<file path="src/rtl/fmul_pipe.sv">
// MIX-style floating-point multiply: DIGIT-bit shift-and-add, one-byte normalize, round half-to-even.
// Optional build macro FMUL_SATURATE_EN clamps out-of-range results instead of wrapping the exponent.
module fmul_pipe #(
    parameter  int BYTE       = 6,
    parameter  int FRAC_BYTES = 4,
    parameter  int DIGIT      = 4,
    localparam int FB         = FRAC_BYTES * BYTE,
    localparam int W          = 1 + BYTE + FB
) (
    input  logic         clk,
    input  logic         rst_n,
    input  logic         start,
    input  logic [W-1:0] in1,
    input  logic [W-1:0] in2,
    output logic [W-1:0] out,
    output logic         busy,
    output logic         done,
    output logic         overflow,
    output logic         underflow
);

    localparam int N    = FB / DIGIT;
    localparam int EW   = BYTE + 2;
    localparam int CW   = $clog2(N + 2);
    localparam int BIAS = 1 << (BYTE - 1);
    localparam logic signed [EW-1:0] EXP_LIM = EW'(1 << BYTE);

    typedef enum logic [1:0] {IDLE, MUL, NORM} state_t;

    state_t                state_q;
    logic                  sign_q;
    logic signed [EW-1:0]  exp_q;
    logic [FB-1:0]         a_q, b_q;
    logic [2*FB-1:0]       acc_q;
    logic [CW-1:0]         cnt_q;
    logic                  zero_q;
    logic [W-1:0]          out_q;
    logic                  busy_q, done_q, ovf_q, unf_q;

    logic [FB+DIGIT-1:0]   pp;
    logic [2*FB-1:0]       acc_n;
    logic signed [EW-1:0]  exp_n, exp_f;
    logic                  rnd;
    logic [FB:0]           m_d, m_f;
    logic [W-1:0]          res_d;
    logic                  ovf_d, unf_d;

    assign pp = (FB + DIGIT)'(a_q[FB-1 -: DIGIT]) * (FB + DIGIT)'(b_q);

    // NOTE: every always_comb output gets a default first so no path can infer a latch.
    always_comb begin
        acc_n = acc_q;
        exp_n = exp_q;
        if (acc_q[2*FB-1 -: BYTE] == '0) begin
            acc_n = acc_q << BYTE;
            exp_n = exp_q - EW'(1);
        end
        rnd   = acc_n[FB-1] & ((|acc_n[FB-2:0]) | acc_n[FB]);
        m_d   = {1'b0, acc_n[2*FB-1:FB]} + {{FB{1'b0}}, rnd};
        m_f   = m_d;
        exp_f = exp_n;
        if (m_d[FB]) begin
            m_f   = m_d >> BYTE;
            exp_f = exp_n + EW'(1);
        end
        ovf_d = (exp_f >= EXP_LIM);
        unf_d = exp_f[EW-1];
        res_d = {sign_q, exp_f[BYTE-1:0], m_f[FB-1:0]};
`ifdef FMUL_SATURATE_EN
        if (ovf_d) begin
            res_d = {sign_q, {(W-1){1'b1}}};
        end else if (unf_d) begin
            res_d = {sign_q, {(W-1){1'b0}}};
        end
`endif
    end

    // NOTE: sequential state uses non-blocking assignments only; every register, including
    // the datapath, is cleared by reset so an abandoned operation leaves nothing behind.
    always_ff @(posedge clk or negedge rst_n) begin
        if (!rst_n) begin
            state_q <= IDLE;
            sign_q  <= 1'b0;
            exp_q   <= '0;
            a_q     <= '0;
            b_q     <= '0;
            acc_q   <= '0;
            cnt_q   <= '0;
            zero_q  <= 1'b0;
            out_q   <= '0;
            busy_q  <= 1'b0;
            done_q  <= 1'b0;
            ovf_q   <= 1'b0;
            unf_q   <= 1'b0;
        end else begin
            done_q <= 1'b0;
            case (state_q)
                IDLE: begin
                    if (start) begin
                        sign_q  <= in1[W-1] ^ in2[W-1];
                        exp_q   <= EW'(in1[W-2 -: BYTE]) + EW'(in2[W-2 -: BYTE]) - EW'(BIAS);
                        a_q     <= in1[FB-1:0];
                        b_q     <= in2[FB-1:0];
                        acc_q   <= '0;
                        cnt_q   <= '0;
                        busy_q  <= 1'b1;
                        ovf_q   <= 1'b0;
                        unf_q   <= 1'b0;
                        zero_q  <= (in1[FB-1:0] == '0) || (in2[FB-1:0] == '0);
                        state_q <= ((in1[FB-1:0] == '0) || (in2[FB-1:0] == '0)) ? NORM : MUL;
                    end
                end
                MUL: begin
                    if (cnt_q == CW'(N)) begin
                        state_q <= NORM;
                    end else begin
                        acc_q <= (acc_q << DIGIT) + (2*FB)'(pp);
                        a_q   <= a_q << DIGIT;
                        cnt_q <= cnt_q + CW'(1);
                    end
                end
                NORM: begin
                    // The zero path idles here so its latency matches the multiply path.
                    if (zero_q && (cnt_q != CW'(N + 1))) begin
                        cnt_q <= cnt_q + CW'(1);
                    end else begin
                        out_q   <= zero_q ? {sign_q, {(W-1){1'b0}}} : res_d;
                        ovf_q   <= zero_q ? 1'b0 : ovf_d;
                        unf_q   <= zero_q ? 1'b0 : unf_d;
                        busy_q  <= 1'b0;
                        done_q  <= 1'b1;
                        state_q <= IDLE;
                    end
                end
                default: state_q <= IDLE;
            endcase
        end
    end

    assign out       = out_q;
    assign busy      = busy_q;
    assign done      = done_q;
    assign overflow  = ovf_q;
    assign underflow = unf_q;

endmodule
</file>
<file path="config.mk">
export PLATFORM = sky130hd
export DESIGN_NAME = fmul_pipe
export DESIGN_NICKNAME = d
export VERILOG_FILES = /design/src/rtl/fmul_pipe.sv
export SDC_FILE = /design/constraint.sdc
export NUM_CORES = 1
export LEC_CHECK = 0
export ABC_AREA = 1
export CORE_ASPECT_RATIO = 1.5
export CORE_MARGIN = 4
export CORE_UTILIZATION = 37
export DETAILED_ROUTE_END_ITERATION = 8
export GPL_TIMING_DRIVEN = 0
export PLACE_DENSITY_LB_ADDON = 0.25
export SYNTH_ARGS = -nofsm -noshare
export SYNTH_HDL_FRONTEND = slang
export SYNTH_SLANG_ARGS = --single-unit
</file>
<file path="constraint.sdc">
create_clock -name clk -period 4.5 [get_ports clk]
set_clock_uncertainty 0.1 [all_clocks]
set_input_delay 1.125 -clock clk [delete_from_list [all_inputs] [get_ports clk]]
set_output_delay 1.125 -clock clk [all_outputs]
set_load 0.03 [all_outputs]
</file>
# Word-level counts from Yosys, hierarchy flattened
# Index checks and enable logic that the tools add are counted.
[word_totals] ff_bits=146
[classes] add_sub_neg=7 multipliers=1 order_cmp=1 eq_ne=9 muxes=32 bitwise=4 n_reduce_logical=16
[ops] operator="2-to-1 mux 48 bit" n=3
[ops] operator="case mux 48 bit (2 select lines)" n=1
[ops] operator="2-to-1 mux 24 bit" n=3
[ops] operator="adder 48 x 28 -> 48 bit" n=1
[ops] operator="zero test 24 bit" n=2
[ops] operator="case mux 24 bit (2 select lines)" n=1
[ops] operator="2-to-1 mux 30 bit" n=1
[ops] operator="multiplier 4 x 24 -> 28 bit" n=1
[ops] operator="adder 24 x 1 -> 25 bit" n=1
[ops] operator="OR reduction 23 bit" n=1
[ops] operator="2-to-1 mux 8 bit" n=2
[ops] operator="!= test 2 bit (second input constant)" n=5
[ops] operator="2-to-1 mux 1 bit" n=9
[ops] operator="2-to-1 mux 3 bit" n=3
[ops] operator="case mux 3 bit (3 select lines)" n=1
[ops] operator="AND reduction 3 bit" n=3
[ops] operator="adder 8 x 2 -> 8 bit (second input constant)" n=1
[ops] operator="greater-or-equal comparator 8 bit (second input constant)" n=1
[ops] operator="2-to-1 mux 2 bit" n=4
[ops] operator="subtractor 7 x 6 -> 8 bit (second input constant)" n=1
[ops] operator="subtractor 8 x 2 -> 8 bit (second input constant)" n=1
[ops] operator="adder 6 x 6 -> 7 bit" n=1
[ops] operator="zero test 6 bit" n=1
[ops] operator="case mux 1 bit (2 select lines)" n=3
[ops] operator="17 further kinds" n=19

# Depth between registers and ports, before layout
# Gate-level depths: netlist of the first run.
[logic_depth] ltp_word=11 ltp_mapped=23 mapped_depth_nobuf=21

# Worst setup path after synthesis of the first run
# OpenSTA, ideal clock, no wires.
[synth_path] path_type="flip-flop to flip-flop" from="register a_q[21]" to="register acc_q[41]" t_arrival_ns=4.050 required_ns=4.282 slack_ns=0.232 path_stages_with_launch=22 period_less_slack_ns=4.268 cell_sequence="dfrtp_1 -> clkbuf_1 -> clkbuf_1 -> nand2_1 -> inv_1 -> fa_1 -> fa_1 -> inv_1 -> fa_1 -> inv_1 -> ha_1 -> nand2_1 -> nand3_1 -> o21ai_0 -> o21bai_1 -> nand2_1 -> nand2_1 -> nand2_1 -> a21boi_0 -> nand3_1 -> nand3_1 -> nand2_1"
[synth_via] elab_chain_len=4
[synth_rtl] element="start: declaration" line="33" source="logic [FB-1:0] a_q, b_q;"
[synth_rtl] element="start signal: assignment" line="102" source="a_q <= in1[FB-1:0];"
[synth_rtl] element="start signal: assignment" line="118" source="a_q <= a_q << DIGIT;"
[synth_rtl] element="multiplier 4 x 24 -> 28 bit" line="48" source="assign pp = (FB + DIGIT)'(a_q[FB-1 -: DIGIT]) * (FB + DIGIT)'(b_q);"
[synth_rtl] element="adder 48 x 28 -> 48 bit" line="117" source="acc_q <= (acc_q << DIGIT) + (2*FB)'(pp);"
[synth_rtl] element="2-to-1 mux 48 bit" line="114" source="if (cnt_q == CW'(N)) begin"
[synth_rtl] element="case mux 48 bit (2 select lines)" line="97" source="case (state_q)"
[synth_rtl] element="end signal: assignment" line="117"
[synth_rtl] element="end: declaration" line="34" source="logic [2*FB-1:0] acc_q;"
# No other way between the ends. The select of a mux whose other input is x is not followed.
# A chain may end at the register's enable or synchronous reset.

# Final worst setup path of the first run
[layout_path] from="register a_q[23]" to="register acc_q[22]"
# The elaborated chain is that of the path after synthesis.

==> results.py, run 1 <==
metrics = {
    "worst_setup_path": {
        "ff2ff_path_depth": 20,
        "cp-end-kind": "flip-flop",
        "reg2reg_from": "a_q[23]$_DFFE_PN0P_",
        "crit_start": "a_q[23]$_DFFE_PN0P_",
        "required_ns": 4.71,
        "crit_path_start_kind": "flip-flop",
        "crit_end": "acc_q[22]$_DFFE_PN0P_",
        "critical_path.slowest_cell": "fa_1",
        "path_class": "flip-flop to flip-flop",
        "cp_cell_sequence": "buf_4 -> nand2_1 -> inv_1 -> fa_1 -> fa_1 -> inv_1 -> fa_1 -> inv_1 -> ha_1 -> nand2_1 -> inv_1 -> nand3_1 -> nand2_1 -> nand2_1 -> nand2_4 -> nand3_1 -> nand2_1 -> a21oi_1 -> o21ai_1 -> o21ai_0",
        "reg2reg_to": "acc_q[22]$_DFFE_PN0P_",
        "critical_path_arrival_ns": 4.53,
        "critPathMaxStageDelay_ns": 0.54,
        "path_common_cell": "nand2_1",
        "crit_fanout": 10,
        "regToRegSetupSlack_ns": 0.18,
    },
    "grt": {
        "grtUsageTotal_pct": 21.1,
        "antenna_found_initial": 0,
        "grt_max_degree": 95,
        "grt_pass1_vias": 11822,
        "overflow": 0,
        "grt_pass1_wl_um": 62100,
    },
    "yosys": {
        "ys_ff_latch": 146,
        "synth_xor_area_share_pct": 0.763,
        "synth_cell_types": 43,
        "synthAdderAreaFrac_pct": 16.4,
        "synth_nets": 2005,
        "synthSimpleGateAreaFrac_pct": 26.7,
        "synth_top_family_by_area": "simple AND/OR/NAND/NOR gates",
        "ys_async_sr_fraction_pct": 100,
        "yosysWarningCount": 0,
        "synth_top_cell_area_share_pct": 28.9,
        "synth-main-ff-cell": "dfrtp_1",
        "synth_edf_count": 0,
        "synth_compound_area_share_pct": 13.8,
        "avgSynthCellArea_um2": 6.96,
        "synth_top_cells_by_area": "dfrtp_1 29%, nand2_1 15%, inv_1 11%",
        "synthCells": 1815,
        "ys_top_cells_by_count": "506 x nand2_1, 380 x inv_1, 146 x dfrtp_1",
        "post-synth-top-count-cell": "nand2_1",
        "synth_largest_area_cell": "dfrtp_1",
        "synth_mux_area_share_pct": 0,
        "ys_seq_area_share_pct": 28.9,
        "synth_area_mm2": 0.0126,
    },
    "place": {
        "gp_congestion": 0.970,
        "io_buffer_count": 99,
        "hpwl_um": 32300,
    },
    "sta": {
        "fmax_ghz": 0.232,
        "min_period_ns": 4.32,
        "hold_slack_ns": 0.377,
        "tightest_slew_ns": 0.843,
        "setup-violations-final": 0,
        "slew_viol_final": 0,
        "final_hold_viol_count": 0,
        "relSlewSlack_pct": 43.6,
        "fin_crit_sh_pct": 95.9,
    },
    "final_layout": {
        "area_growth_pct": 19.6,
        "drive_above_1_share_pct": 8.78,
        "n_fill_cell": 3427,
        "nets": 2125,
        "antenna_cells": 0,
    },
    "clock_network": {
        "clk_pin_slew_ns": 0.07,
        "tritoncts": "yes",
        "cts_buffers": 17,
        "clock_latency_ns": 0.45,
        "root_buffer": "clkbuf_16",
        "cts_num_sinks": 146,
        "cts_htree_levels": 4,
        "clk_path_buf_depth": 2,
    },
    "detailed_routing": {
        "drtPass1Iterations": 5,
        "viasPerCell": 5.00,
        "via_count": 11832,
        "drt_wl_total_um": 39200,
        "drcViolationCount": 0,
        "avgRoutedWirePerCell_um": 16.6,
        "antenna_left": 0,
        "dr.first_iter.drc_count": 591,
    },
    "hold_path": {
        "min_path_type": "flip-flop to flip-flop",
        "min_from": "out[14]$_DFFE_PN0P_",
    },
    "floorplan": {
        "row_count": 82,
        "pin_count": 100,
        "dieArea_mm2": 0.0372,
        "core-area_mm2": 0.0335,
        "die_y_um": 234,
        "initial_utilization_pct": 37.6,
        "dieWidth_um": 159,
    },
    "job": {
        "max-cap-violations": 0,
    },
    "run_status": {
        "status": "complete, no violations",
    },
}
-- repair_timing --
action	4_1_cts	5_1_grt
hold buffers	0	0
resized for setup	24	75
endpoints found under the setup margin	38	33
pin swaps	1	6
buffers inserted	0	4
-- layout make-up --
| class | count | area [µm²] | share of cell area (%) |
|---|---|---|---|
| multi-input combinational | 1233 | 7550 | 50.0 |
| sequential | 146 | 3660 | 24.2 |
| inverter | 386 | 1450 | 9.59 |
| timing repair buffer | 104 | 1050 | 6.95 |
| tap | 420 | 526 | 3.48 |
| clock buffer | 17 | 425 | 2.82 |
| buffer | 47 | 262 | 1.73 |
| clock inverter | 15 | 181 | 1.20 |
-- kinds of logic after synthesis --
family / Yosys count
and+or+nand+nor: 797
buffers and inverters: 436
AOI/OAI and AO/OA: 300
DFF: 146
adders and majority gates: 125
xor gates and xnor gates: 11
-- flip-flops by register name (all words and copies together), names as in the netlist --
| name | cells |
|---|---|
| out | 31 |
| zero_q | 1 |
| state_q | 2 |
| done | 1 |
| exp_q | 8 |
| sign_q | 1 |
| overflow | 1 |
| b_q | 24 |
| underflow | 1 |
| acc_q | 48 |
| cnt_q | 3 |
| a_q | 24 |
| busy | 1 |
-- layer usage --
layer | track usage [%] | up-vias | wire [µm]
li1 | - | 5916 | -
met1 | 22.8 | 5567 | 15100
met2 | 40.5 | 257 | 21100
met3 | 2.57 | 92 | 1130
met4 | 10.8 | 0 | 1920
met5 | 0 | - | 0
-- layout by cell type, fill, tap and decap left out, types with 6 or more instances in the layout --
cell type | netlist | routed
a21oi_1 | 61 | 50
o21ai_0 | 139 | 127
nor4_1 | 13 | 12
nand3_1 | 84 | 81
nand4_1 | 25 | 25
o21ai_1 | 14 | 23
o21ai_2 | 22 | 22
o211ai_1 | 17 | 17
clkdlybuf4s50_1 | 0 | 98
xor2_1 | 7 | 7
ha_4 | 0 | 6
clkbuf_16 | 0 | 17
nor3_1 | 22 | 18
fa_1 | 68 | 67
inv_6 | 0 | 6
inv_1 | 380 | 380
dfrtp_1 | 146 | 143
buf_4 | 0 | 9
o22ai_1 | 16 | 16
a21oi_2 | 0 | 10
nor2_2 | 12 | 18
buf_6 | 6 | 8
clkbuf_1 | 41 | 32
nor2_1 | 107 | 101
nand2_2 | 8 | 17
nand2_1 | 506 | 496
ha_1 | 57 | 47
nor2_4 | 6 | 6
-- how the worst min path moves through the flow --
stage	to	slack, ns	depth (start not counted)
finish	out[14]$_DFFE_PN0P_	0.38	2
global placement	out[16]$_DFFE_PN0P_	0.37	2
detailed placement	out[27]$_DFFE_PN0P_	0.37	2
floorplan	acc_q[41]$_DFFE_PN0P_	0.35	2
global route	out[16]$_DFFE_PN0P_	0.39	2
CTS	out[4]$_DFFE_PN0P_	0.38	2
-- worst max-delay path, delay by kind of cell (launching register included) --
| kind | cells | cell delay (ns) |
|---|---|---|
| fa+ha+maj | 4 | 1.96 |
| simple gates | 8 | 0.82 |
| compound gates | 3 | 0.35 |
| buf+inv | 5 | 0.47 |
| flops | 1 | 0.46 |
-- metrics by stage --
| stage | setup TNS (ns) | cell area, µm² | cells | utilization [%] | worst slack [ns] |
|---|---|---|---|---|---|
| global route | -0.115 | 15100 | 2368 | 45.0 | -0.0295 |
| finish | 0 | 15100 | 2368 | 45.0 | 0.183 |
| detailed placement | -20.30 | 14200 | 2335 | 42.2 | -0.954 |
| CTS | 0 | 14800 | 2364 | 44.2 | 0.00180 |
| global placement | -602.38 | 14100 | 2334 | 42.2 | -4.01 |
| floorplan | 0 | 12600 | 1815 | - | 0.232 |
Power of run 1 is left out: the tool's default activity adds up to more than one toggle a clock period on the data nets, which glitch-free logic cannot reach.
==> inputs of run 2 (changes only) <==
Settings changed: CORE_UTILIZATION 37 to 35, CTS_BUF_LIST set to sky130_fd_sc_hd__clkbuf_4 sky130_fd_sc_hd__clkbuf_8 sky130_fd_sc_hd__clkbuf_16.
==> results.py, run 2 (synthesis gave the netlist of run 1 again) <==
metrics = {
    "place": {
        "io_buffer_count": 99,
        "gp_congestion": 0.995,
        "placed_cell_area_mm2": 0.0142,
        "hpwl_um": 32400,
        "dp_cells": 2388,
        "dp_slack_ns": -0.875,
    },
    "clock_network": {
        "cts_buffers": 17,
        "postCtsHoldBufs": 0,
        "root_buffer": "clkbuf_16",
        "tritoncts": "yes",
        "clk_pin_slew_ns": 0.07,
        "clock_latency_ns": 0.46,
        "cts_num_sinks": 146,
        "clk_path_buf_depth": 2,
        "cts_htree_levels": 4,
    },
    "grt": {
        "grt_pass1_vias": 11730,
        "antenna_found_initial": 0,
        "grt_pass1_wl_um": 62100,
        "grt_max_degree": 91,
        "grtUsageTotal_pct": 20.2,
        "overflow": 0,
    },
    "sta": {
        "fmax_ghz": 0.230,
        "final_hold_viol_count": 0,
        "tightest_slew_ns": 0.817,
        "setup-violations-final": 0,
        "fin_ws_ns": 0.154,
        "slew_viol_final": 0,
        "totalNegativeSetupSlack_ns": 0,
        "grt_setup_unrepaired": "true",
        "fin_crit_sh_pct": 96.6,
        "relSlewSlack_pct": 45.4,
        "min_period_ns": 4.35,
    },
    "final_layout": {
        "final_cell_mix": "499 x nand2_1, 380 x inv_1, 143 x dfrtp_1",
        "top_register": "acc_q",
        "n_fill_cell": 3763,
        "ff_latch_area_mm2": 0.00366,
        "postLayoutCellArea_mm2": 0.0151,
        "largest_reg_flops": 48,
        "nets": 2127,
        "multi_input_area_mm2": 0.00752,
        "antenna_cells": 0,
        "layoutNonFillerInstCount": 2421,
        "layout_commonest_cell": "nand2_1",
        "drive_above_1_share_pct": 8.42,
        "area_growth_pct": 19.9,
    },
    "worst_setup_path": {
        "required_ns": 4.70,
        "path_class": "flip-flop to flip-flop",
        "crit_fanout": 10,
        "cp-end-kind": "flip-flop",
        "ff2ff_path_depth": 19,
        "reg2reg_from": "a_q[22]$_DFFE_PN0P_",
        "critical_path_arrival_ns": 4.55,
        "regToRegSetupSlack_ns": 0.15,
        "reg2reg_to": "acc_q[27]$_DFFE_PN0P_",
        "crit_path_start_kind": "flip-flop",
    },
    "detailed_routing": {
        "avgRoutedWirePerCell_um": 16.3,
        "drtPass1Iterations": 7,
        "antenna_left": 0,
        "drcViolationCount": 0,
        "drt_wl_total_um": 39500,
        "viasPerCell": 4.92,
        "dr.first_iter.drc_count": 741,
        "via_count": 11914,
    },
    "floorplan": {
        "dieArea_mm2": 0.0392,
        "core-area_mm2": 0.0353,
        "dieWidth_um": 163,
        "pin_count": 100,
        "die_y_um": 241,
        "initial_utilization_pct": 35.8,
        "row_count": 84,
    },
    "job": {
        "max-cap-violations": 0,
    },
    "hold_path": {
        "holdPathStages": 2,
        "min_from": "out[14]$_DFFE_PN0P_",
        "min_path_type": "flip-flop to flip-flop",
        "holdPathEnd": "out[14]$_DFFE_PN0P_",
    },
    "run_status": {
        "status": "complete, no violations",
    },
}
run 2: changes by cell type in the layout (fill, tap and decap cells not counted), moves of 2 or more:
| cell | previous run | this run |
|---|---|---|
| a21oi_2 | 10 | 6 |
| inv_6 | 6 | 2 |
| nand2_1 | 496 | 499 |
| a21oi_1 | 50 | 54 |
| nor3_1 | 18 | 20 |
| inv_8 | 4 | 0 |
| nor3_2 | 4 | 2 |
| ha_2 | 4 | 6 |
| clkinv_2 | 0 | 3 |
| clkinv_4 | 1 | 3 |
| ha_1 | 47 | 45 |
| nand2_2 | 17 | 14 |
run 2: metal layers:
metal | share of wire (%) | vias to the layer above | global-route usage (%) | wire, µm
li1 | - | 5912 | - | -
met1 | 39 | 5643 | 22.7 | 15400
met2 | 54 | 267 | 38.3 | 21400
met3 | 2.9 | 92 | 2.65 | 1150
met4 | 4.0 | 0 | 7.81 | 1590
met5 | 0 | - | 0 | 0
run 2: how the worst max path moves through the flow:
stage	startpoint	end	slack (ns)	depth (start not counted)
5_1_grt	a_q[23]$_DFFE_PN0P_	acc_q[45]$_DFFE_PN0P_	-0.03	19
2_1_floorplan	a_q[21]$_DFFE_PN0P_	acc_q[41]$_DFFE_PN0P_	0.23	21
3_5_place_dp	a_q[23]$_DFFE_PN0P_	acc_q[47]$_DFFE_PN0P_	-0.87	18
3_3_place_gp	rst_n	b_q[6]$_DFFE_PN0P_	-3.99	1
6_report	a_q[22]$_DFFE_PN0P_	acc_q[27]$_DFFE_PN0P_	0.15	19
4_1_cts	a_q[21]$_DFFE_PN0P_	acc_q[41]$_DFFE_PN0P_	-0.005	20
run 2: repair_timing:
item	4_1_cts	5_1_grt
setup endpoints to repair	38	32
resized for setup	25	62
setup buffers	1	5
pin swaps	2	4
run 2: cell type report:
cell class | count | share of cell area (%)
clock inverters | 12 | 1.03
flip-flops and latches | 146 | 24.2
well taps | 473 | 3.91
repair buffers | 106 | 7.03
plain buffers | 47 | 1.74
inverters | 386 | 9.57
multi-input cells | 1233 | 49.7
clock buffers | 18 | 2.90
run 2: critical path, cell delays in order (launching register included):
cell	delay, ns
dfrtp_2	0.47
buf_4	0.20
nand2_1	0.07
inv_1	0.05
fa_1	0.48
fa_1	0.55
inv_1	0.05
fa_1	0.50
inv_1	0.04
ha_1	0.35
nand2_1	0.12
inv_1	0.09
nand3_1	0.10
o21ai_4	0.23
nand2_1	0.11
nand2_1	0.12
a21oi_1	0.10
or2_2	0.28
nand3_1	0.06
o21ai_1	0.11
run 2: stage by stage:
stage / hold WS, ns / util (%)
global placement: 0.365 / 40.2
detailed placement: 0.369 / 40.3
floorplan: 0.349 / -
CTS: 0.384 / 42.1
finish: 0.378 / 42.9
global route: 0.398 / 42.9
Power of run 2 is left out for the same reason.
